<file path="src/rtl/wb_port_arbiter_pkg.sv">
// Shared constants and the md/fp round-robin pick used by the write-port arbiter.
// Request indices select bits of the internal one-hot grant vector.
package wb_port_arbiter_pkg;

  localparam int NUM_REQ = 3;
  localparam int REQ_ALU = 0;
  localparam int REQ_MD  = 1;
  localparam int REQ_FP  = 2;

  localparam int RF_AW  = 5;
  localparam int WAIT_W = 4;

  typedef logic [RF_AW-1:0] reg_idx_t;

  localparam reg_idx_t X0 = 5'd0;

  // Returns {fp_gnt, md_gnt}; rr=0 favours md, rr=1 favours fp.
  function automatic logic [1:0] rr_pick(input logic md_req,
                                         input logic fp_req,
                                         input logic rr);
    logic [1:0] pick;
    pick = 2'b00;
    if (md_req && fp_req) begin
      pick = rr ? 2'b10 : 2'b01;
    end else if (md_req) begin
      pick = 2'b01;
    end else if (fp_req) begin
      pick = 2'b10;
    end
    return pick;
  endfunction

endpackage

</file>
<file path="src/rtl/wb_busy_board.sv">
// Busy scoreboard for destinations of in-flight multi-cycle ops.
// Supplies issue_ok and the two read-port hazard flags from the registered bits.
module wb_busy_board
  import wb_port_arbiter_pkg::*;
(
  input  logic     clk,
  input  logic     clr,
  input  logic     issue_valid,
  input  reg_idx_t issue_rd,
  output logic     issue_ok,
  input  logic     wb_clr_valid,
  input  reg_idx_t wb_clr_rd,
  input  reg_idx_t rna,
  input  reg_idx_t rnb,
  output logic     hazard_a,
  output logic     hazard_b
);

  // Bit 0 exists only so every 5-bit index is in range; it is pinned to 0.
  logic [31:0] busy_q;
  logic [31:0] busy_d;
  logic        set_en;

  always_comb begin
    issue_ok = (issue_rd == X0) || !busy_q[issue_rd];
    set_en   = issue_valid && issue_ok && (issue_rd != X0);
    hazard_a = busy_q[rna] && (rna != X0);
    hazard_b = busy_q[rnb] && (rnb != X0);
  end

  // Clear is applied before set so a same-edge set on the same register wins.
  always_comb begin
    busy_d = busy_q;
    if (wb_clr_valid) begin
      busy_d[wb_clr_rd] = 1'b0;
    end
    if (set_en) begin
      busy_d[issue_rd] = 1'b1;
    end
    busy_d[0] = 1'b0;
  end

  always_ff @(posedge clk) begin
    if (clr) begin
      busy_q <= '0;
    end else begin
      busy_q <= busy_d;
    end
  end

endmodule

</file>
<file path="src/rtl/wb_port_arbiter.sv">
// Arbitrates ALU, mul/div and FPU-int results onto the single regfile write port,
// with anti-starvation aging for md/fp and a registered write stage.
module wb_port_arbiter
  import wb_port_arbiter_pkg::*;
#(
  parameter int DW       = 32,
  parameter int MAX_WAIT = 4
) (
  input  logic          clk,
  input  logic          clr,
  input  logic          alu_valid,
  input  logic [4:0]    alu_rd,
  input  logic [DW-1:0] alu_d,
  output logic          alu_ready,
  input  logic          md_valid,
  input  logic [4:0]    md_rd,
  input  logic [DW-1:0] md_d,
  output logic          md_ready,
  input  logic          fp_valid,
  input  logic [4:0]    fp_rd,
  input  logic [DW-1:0] fp_d,
  output logic          fp_ready,
  input  logic          issue_valid,
  input  logic [4:0]    issue_rd,
  output logic          issue_ok,
  input  logic [4:0]    rna,
  input  logic [4:0]    rnb,
  output logic          hazard_a,
  output logic          hazard_b,
  output logic [4:0]    wb_wn,
  output logic [DW-1:0] wb_d,
  output logic          wb_we
);

  // Handshake: a result moves on a cycle with valid && ready; the producer holds
  // valid/rd/d until then. ready is a function of internal state and the valid
  // inputs only, and is forced low while clr is high.

  localparam logic [WAIT_W-1:0] MAX_WAIT_C = WAIT_W'(MAX_WAIT);

  logic [NUM_REQ-1:0] gnt;
  logic               md_aged;
  logic               fp_aged;

  logic               rr_q, rr_d;
  logic [WAIT_W-1:0]  md_wait_q, md_wait_d;
  logic [WAIT_W-1:0]  fp_wait_q, fp_wait_d;

  logic               wb_we_q, wb_we_d;
  logic [4:0]         wb_wn_q, wb_wn_d;
  logic [DW-1:0]      wb_d_q, wb_d_d;

  logic               busy_clr_valid;
  reg_idx_t           busy_clr_rd;

  // Grant select: aged md/fp first, then ALU, then md/fp by round robin.
  always_comb begin
    gnt     = '0;
    md_aged = md_valid && (md_wait_q == MAX_WAIT_C);
    fp_aged = fp_valid && (fp_wait_q == MAX_WAIT_C);
    if (!clr) begin
      if (md_aged || fp_aged) begin
        {gnt[REQ_FP], gnt[REQ_MD]} = rr_pick(md_aged, fp_aged, rr_q);
      end else if (alu_valid) begin
        gnt[REQ_ALU] = 1'b1;
      end else begin
        {gnt[REQ_FP], gnt[REQ_MD]} = rr_pick(md_valid, fp_valid, rr_q);
      end
    end
  end

  always_comb begin
    alu_ready = gnt[REQ_ALU];
    md_ready  = gnt[REQ_MD];
    fp_ready  = gnt[REQ_FP];
  end

  // rr points at the unit that did not just win; ALU grants leave it alone.
  always_comb begin
    rr_d = rr_q;
    if (gnt[REQ_MD]) begin
      rr_d = 1'b1;
    end else if (gnt[REQ_FP]) begin
      rr_d = 1'b0;
    end
  end

  always_comb begin
    md_wait_d = md_wait_q;
    if (!md_valid || gnt[REQ_MD]) begin
      md_wait_d = '0;
    end else if (md_wait_q != MAX_WAIT_C) begin
      md_wait_d = md_wait_q + 1'b1;
    end

    fp_wait_d = fp_wait_q;
    if (!fp_valid || gnt[REQ_FP]) begin
      fp_wait_d = '0;
    end else if (fp_wait_q != MAX_WAIT_C) begin
      fp_wait_d = fp_wait_q + 1'b1;
    end
  end

  // Write stage: load the winner; with no grant only wb_we drops.
  always_comb begin
    wb_we_d = 1'b0;
    wb_wn_d = wb_wn_q;
    wb_d_d  = wb_d_q;
    if (gnt[REQ_ALU]) begin
      wb_wn_d = alu_rd;
      wb_d_d  = alu_d;
      wb_we_d = (alu_rd != X0);
    end else if (gnt[REQ_MD]) begin
      wb_wn_d = md_rd;
      wb_d_d  = md_d;
      wb_we_d = (md_rd != X0);
    end else if (gnt[REQ_FP]) begin
      wb_wn_d = fp_rd;
      wb_d_d  = fp_d;
      wb_we_d = (fp_rd != X0);
    end
  end

  always_comb begin
    busy_clr_valid = gnt[REQ_MD] || gnt[REQ_FP];
    busy_clr_rd    = gnt[REQ_MD] ? md_rd : fp_rd;
  end

  always_ff @(posedge clk) begin
    if (clr) begin
      rr_q      <= 1'b0;
      md_wait_q <= '0;
      fp_wait_q <= '0;
      wb_we_q   <= 1'b0;
      wb_wn_q   <= '0;
      wb_d_q    <= '0;
    end else begin
      rr_q      <= rr_d;
      md_wait_q <= md_wait_d;
      fp_wait_q <= fp_wait_d;
      wb_we_q   <= wb_we_d;
      wb_wn_q   <= wb_wn_d;
      wb_d_q    <= wb_d_d;
    end
  end

  always_comb begin
    wb_we = wb_we_q;
    wb_wn = wb_wn_q;
    wb_d  = wb_d_q;
  end

  wb_busy_board u_busy (
    .clk          (clk),
    .clr          (clr),
    .issue_valid  (issue_valid),
    .issue_rd     (issue_rd),
    .issue_ok     (issue_ok),
    .wb_clr_valid (busy_clr_valid),
    .wb_clr_rd    (busy_clr_rd),
    .rna          (rna),
    .rnb          (rnb),
    .hazard_a     (hazard_a),
    .hazard_b     (hazard_b)
  );

endmodule

</file>
<file path="config.mk">
export PLATFORM = sky130hd
export DESIGN_NAME = wb_port_arbiter
export DESIGN_NICKNAME = d
export VERILOG_FILES = /design/src/rtl/wb_port_arbiter_pkg.sv /design/src/rtl/wb_busy_board.sv /design/src/rtl/wb_port_arbiter.sv
export SDC_FILE = /design/constraint.sdc
export NUM_CORES = 1
export LEC_CHECK = 0
export CAP_MARGIN = 30
export CORE_MARGIN = 2
export CORE_UTILIZATION = 45
export DETAILED_ROUTE_END_ITERATION = 8
export PLACE_DENSITY = 0.92
export SYNTH_ARGS = -nofsm -noshare
export SYNTH_HDL_FRONTEND = slang
export SYNTH_SLANG_ARGS = --single-unit
export TNS_END_PERCENT = 30
</file>
<file path="constraint.sdc">
create_clock -name clk -period 2.5 [get_ports clk]
set_input_delay 0.25 -clock clk [delete_from_list [all_inputs] [get_ports clk]]
set_output_delay 0.25 -clock clk [all_outputs]
set_load 0.05 [all_outputs]
</file>
==> results by group, run 1 <==
Power and ir drop
  • Psw: roughly 1.3 mW
  • Sw frac: 32.5%
  • Peak supply drop: 0.000268 V
  • Tot Pwr: about 3.9 mW
  • Internal power: around 2.6 mW
  • Leakage power total: 2.59 nW
  • Combinational power share: 32.4%
  • Clock power share: 28.6%
  • Flop pwr share: roughly two fifths
  • Pwr Density: 534 mW/mm²

Floorplan
  • Starting Density: between 40 and 50%
  • IO Pins: around 180
  • Core Area: a little over 0.01 mm²
  • Die X: approximately 110 µm
  • Die area: 0.0115 mm²
  • Row cnt: 37
  • Die height: 107 µm

Final layout
  • Fin area: between 0.007 and 0.008 mm²
  • Final Util: a little over two thirds
  • Layout cell share with drive strength beyond 1: a little over a quarter
  • Post-Layout Cell Count: ~820
  • Antenna cells: 0
  • Area growth syn-to-layout: 51.9%
  • NumNets Final: 816

Placed design
  • Placed cell area: 0.00686 mm²
  • Pre-CTS setup slack: -0.120 ns
  • Port Buf Inserts: 175
  • DP HPWL: about 13000 µm
  • Placed instance count: 796
  • Routability cong.: 0.939

Flow run
  • Maxcap violations: 0

Global route
  • Overflow after GRT: 0
  • Vias in the first global route: between 5000 and 6000
  • GRT Total Usage: 31.3%
  • Initial antenna violation count: 0
  • First-pass GRT wire length: 28100 µm
  • Pin count of the biggest net entering global routing: 39

Worst hold path
  • HP Class: register to register

Route
  • Number of remaining DRC errors: 0
  • Routed Wire Length: 18200 µm
  • Iter 0 DRT Violations: roughly 560
  • Routed Antenna Nets: 0
  • Vias: between 5000 and 6000
  • Pre-antenna DRT Iters: 9
  • DR WL/cell: between 20 and 25 µm
  • Vias per inst: around 6.7

Timing
  • Hold Fails Final Rpt: 0
  • Fmax achieved: ~410 MHz
  • Final WS setup: between 0.04 and 0.05 ns
  • Tcrit/Tclk final: a little over nine tenths
  • Final Skew: 0.0119 ns
  • Setup_tns: 0 ns
  • Slew margin rel.: about three fifths
  • Final setup fails: 0
  • Slew @ Worst Pin: between 0.6 and 0.7 ns
  • Final slew viol count: 0
  • Tmin final: between 2 and 2.5 ns
  • Final Hold Slack: approximately 0.48 ns

Critical path
  • Crit-path max FO: 7
  • Setup CP Type: register to primary output
  • Crit-path max cell delay: around 0.34 ns
  • Nature of the critical path startpoint: register
  • CP arrival: around 2.2 ns
  • Slowest library cell on the worst path: dfxtp_2
  • Setup crit end kind: primary output
  • CP cell instances: inv_1 > ha_4 > nand3b_1 > buf_4 > maj3_2 > o211ai_4 > inv_4 > buf_12
  • CP Data Required Time: 2.25 ns

Logic synthesis
  • Cell taking the most area after synthesis: dfxtp_1
  • Ys Warns: 0
  • Xor and xnor area share after synthesis: 0.549%
  • Seq/Total Area, Yosys: approximately a third
  • Synth Cell Area: around 0.0048 mm²
  • Post-synthesis net count: approximately 630
  • Yosys reg bits: 78
  • Post-synthesis mux area share: approximately 15%
  • EDFF count, synth: 0
  • Area share of and/or/nand/nor cells after synthesis: approximately 15%
  • Synth cell types: 52
  • Fraction of registers with async set/reset: 0%
  • Synth area leaders: dfxtp_1 33%, o221a_2 15%, mux4_2 13%, o221ai_1 4.2%, nand2_1 3.8%
  • Compound-Gate Fraction of Synth Area: between 20 and 30%
  • Commonest register cell after synthesis: dfxtp_1
  • Largest family of logic cells by synthesized area: compound AO/OA/AOI/OAI gates
  • Synth top area share: 32.6%
  • Most frequent cell after synthesis: dfxtp_1
  • Mapped Cells: 490
  • Post-Synth Adder-Cell Area: approximately 1.5%
  • List of most frequent post-synthesis cells: 78 x dfxtp_1, 63 x o221a_2, 48 x nand2_1, 41 x inv_1, 31 x nand3_1
  • Syn Area/Cell: around 9.8 µm²

Clock tree
  • CTS tree: done
  • Clock Path Buffers: 2
  • CTS clk-pin slew, worst paths: approximately 0.090 ns
  • H-tree depth: 3
  • Root Driver: clkbuf_8
  • Skew-Pair Late Insertion Delay: 0.35 ns
  • TritonCTS Sinks: 78
  • CTS buffer count: 9
  • Post-CTS Hold Fix Bufs: 0

Run status
  • Status: complete, no violations
[final timing paths]
kind                                             endpoint                 startpoint  slack, ns  depth (start not counted)
worst min register to register  md_wait_q[1]$_SDFFE_PP0P_  md_wait_q[1]$_SDFFE_PP0P_       0.48                          2
worst max register to register      wb_d[14]$_SDFFE_PP0P_  md_wait_q[0]$_SDFFE_PP0P_       0.09                          9
worst min-delay path            md_wait_q[1]$_SDFFE_PP0P_  md_wait_q[1]$_SDFFE_PP0P_       0.48                          2
worst max-delay path                             fp_ready  md_wait_q[0]$_SDFFE_PP0P_       0.05                          8
[state kept, by name (all words and copies together) (netlist names)]
register       flops
md_wait_q          4
rr_q               1
u_busy.busy_q     31
wb_wn              5
fp_wait_q          4
wb_d              32
wb_we              1
[cell type report]
type | count | area [µm²]
clock buffer | 11 | 151
clock inverter | 5 | 81.3
fill | 720 | 3050
inverter | 43 | 169
multi-input combinational | 331 | 2960
sequential | 78 | 1570
tap | 136 | 170
timing repair buffer | 217 | 2180
[critical path: cells and delay by family, from the launching register on]
| family | cells | cell delay (ns) |
|---|---|---|
| adder cells (fa/ha/maj) | 2 | 0.51 |
| AND/OR/NAND/NOR | 1 | 0.16 |
| buffers and inverters | 4 | 0.58 |
| flip-flops | 1 | 0.34 |
| AO/OA/AOI/OAI | 1 | 0.26 |
[layout by cell type (no fill, tap or decap), drive strengths merged, types with 4 or more instances in the layout]
master,n
nand4,7
o221ai,23
a31oi,4
mux4,27
ha,4
nand3,31
o2111ai,14
or3,4
a21oi,12
nand2,48
clkbuf,11
nor2,13
o21ai,7
o221a,64
dfxtp,78
o211ai,13
nand2b,6
buf,47
mux2,4
nor3,12
inv,42
mux2i,4
clkdlybuf4s50,166
[cells by family (layout without fill, tap and decap cells)]
kind of cell    count (synthesis)  in the layout
simple gates                  139            139
fa+ha+maj                       6              6
compound gates                148            148
flops                          78             78
mux                            35             35
xor+xnor                        3              3
buf+inv                        81            276
[layer usage]
metal,vias up,track usage (%),part of all wire [%]
met1,2604,36.7,37
met2,403,53.1,48
met5,-,0,0
met4,0,18.3,5.2
li1,2353,-,-
met3,100,5.78,9.6
[power by group through the flow]
stage	combinational [mW]	clock, mW	sequential, mW
after floorplan	0.518	0	1.66
after global placement	1.17	0	1.52
after detailed placement	1.20	0	1.53
after CTS	1.23	1.12	1.50
after global routing	1.32	1.18	1.52
final	1.26	1.11	1.52
[what timing repair did]
| item | in CTS | in global routing |
|---|---|---|
| setup endpoints to repair | 16 | 32 |
| setup buffers | 3 | 5 |
| gates cloned | 1 | 0 |
| endpoints found under the hold margin | 0 | 0 |
| resized for setup | 14 | 15 |
| pin swaps | 3 | 4 |
(Power assumes the default switching activity.)
==> run 2: changes to the inputs <==
- CORE_MARGIN: 2 -> unset
==> results by group, run 2 (same netlist as run 1, synthesis figures left out) <==
Floorplan
  • Starting Density: a little under half
  • IO Pins: ~180
  • Die area: ~0.011 mm²
  • Core Area: between 0.01 and 0.015 mm²
  • Row cnt: 37
  • Die height: between 100 and 150 µm
  • Die X: about 110 µm

Global route
  • Overflow after GRT: 0
  • First-pass GRT wire length: around 28000 µm
  • Vias in the first global route: a little over 5000
  • Initial antenna violation count: 0
  • GRT busiest layer: met2
  • M1 GR Usage: between 30% and 40%
  • Grt met3 use: approximately 6.6%
  • Met2 Use GR: between 50% and 60%
  • Pin count of the biggest net entering global routing: 38
  • GRT Total Usage: a little under a third

Timing
  • Unrepaired setup endpoints after global routing: false
  • Final Hold Slack: a little under 0.5 ns
  • Tcrit/Tclk final: between 90% and 100%
  • Setup_tns: 0 ns
  • Final Skew: roughly 0.017 ns
  • Slew margin rel.: ~60%
  • Final slew viol count: 0
  • Final setup fails: 0
  • Slew @ Worst Pin: roughly 0.6 ns
  • Fmax achieved: about 400 MHz
  • Tmin final: 2.48 ns
  • Hold Fails Final Rpt: 0

Placed design
  • Placed cell area: approximately 0.0069 mm²
  • Routability cong.: slightly below 1
  • Port Buf Inserts: 175
  • DP HPWL: roughly 13000 µm
  • Placed instance count: about 800

Critical path
  • Crit-path max FO: 4
  • Setup crit end kind: primary output
  • Setup CP Type: input port to primary output
  • Slowest library cell on the worst path: mux4_2
  • CP Data Required Time: around 2.3 ns
  • CP arrival: 2.23 ns
  • Worst setup path startpoint: rnb[0]
  • CP cell instances: dlygate4sd2_1 > bufbuf_16 > mux4_2 > mux4_2 > mux2_2 > buf_4
  • Nature of the critical path startpoint: input port
  • R2R Path Start: md_wait_q[0]$_SDFFE_PP0P_
  • Most used cell along the critical path: mux4_2
  • Delay-heaviest family, CP: multiplexers
  • Crit-path max cell delay: 0.48 ns
  • Buffers & Inverters on Critical Path: 3

Final layout
  • NumNets Final: ~800
  • Seq. cell area: between 0.0015 and 0.002 mm²
  • Post-Layout Cell Count: between 800 and 900
  • Layout cell share with drive strength beyond 1: between 20% and 30%
  • Filler cells: 762
  • Commonest non-fill, non-tap cells in the layout: 166 x clkdlybuf4s50_1, 72 x dfxtp_1, 63 x o221a_2, 48 x nand2_1, 40 x inv_1
  • Antenna cells: 0
  • Fin area: between 0.007 and 0.008 mm²
  • Commonest non-fill, non-tap cell in the layout: clkdlybuf4s50_1
  • Multi-input gate area: 0.00293 mm²
  • Largest register FFs: 32
  • Final Util: a little over two thirds
  • Area growth syn-to-layout: 50.3%

Route
  • DR WL/cell: ~22 µm
  • Routed Antenna Nets: 0
  • Number of remaining DRC errors: 0
  • Pre-antenna DRT Iters: 5
  • Routed Wire Length: ~18000 µm
  • Vias: around 5300
  • Vias per inst: around 6.4
  • Iter 0 DRT Violations: between 500 and 600

Clock tree
  • TritonCTS Sinks: 78
  • Clock Path Buffers: 2
  • Post-CTS Hold Fix Bufs: 0
  • H-tree depth: 3
  • CTS buffer count: 9
  • Skew-Pair Late Insertion Delay: 0.36 ns
  • CTS tree: done
  • CTS clk-pin slew, worst paths: roughly 0.10 ns
  • Root Driver: clkbuf_8

Worst hold path
  • HP Class: register to register
  • HP Start: wb_wn[0]$_SDFFE_PP0P_

Power and ir drop
  • Leakage power total: roughly 2.6 nW
  • Peak supply drop: 0.000290 V
  • Pwr Density: 517 mW/mm²

Flow run
  • Maxcap violations: 0

Run status
  • Status: complete, no violations
==> run 2: final cells by class <==
| type | instances | area share (%) |
|---|---|---|
| clock inverters | 7 | 1.01 |
| inverters | 43 | 2.28 |
| well taps | 136 | 2.37 |
| clock buffers | 9 | 1.72 |
| repair buffers | 217 | 30.1 |
| multi-input cells | 331 | 40.7 |
| flip-flops and latches | 78 | 21.8 |
==> run 2: power by group <==
group | internal (mW) | switching, mW | leakage, nW
logic | 0.631 | 0.606 | 1.82
clock network | 0.394 | 0.559 | 0.0974
registers | 1.37 | 0.162 | 0.645
==> run 2: routing by layer <==
layer | part of all wire, % | routed length, µm | vias to the layer above
met4 | 3.2 | 562 | 0
met3 | 9.7 | 1720 | 54
met2 | 48 | 8550 | 342
met1 | 39 | 6880 | 2515
li1 | - | - | 2357
met5 | 0 | 0 | -
==> run 2: metrics by stage <==
| stage | total power, mW | setup WS (ns) |
|---|---|---|
| after floorplan | 2.18 | 0.0219 |
| after global placement | 2.71 | -0.0847 |
| after detailed placement | 2.75 | -0.122 |
| after CTS | 3.70 | -0.107 |
| after global routing | 3.86 | 0.00356 |
| final | 3.72 | 0.0224 |
==> run 2: repair_timing <==
action                     CTS  global route
buffers inserted             0             5
gates cloned                 1             0
setup endpoints to repair    5            53
resized for setup            6            12
pin swaps                    0             3
==> run 2: worst paths after layout <==
path	cells past startpoint	slack [ns]	end
worst min register to register	2	0.48	wb_wn[0]$_SDFFE_PP0P_
worst min-delay path	2	0.48	wb_wn[0]$_SDFFE_PP0P_
worst max register to register	9	0.18	wb_d[10]$_SDFFE_PP0P_
worst max-delay path	6	0.02	hazard_b
==> run 2: worst register-to-register path, stage by stage (launching register included) <==
cell     delay [ns]
dfxtp_2        0.35
inv_1          0.06
ha_2           0.20
and3b_2        0.23
maj3_2         0.34
o21ai_4        0.21
buf_4          0.16
nand3_1        0.08
buf_4          0.27
o221a_2        0.31
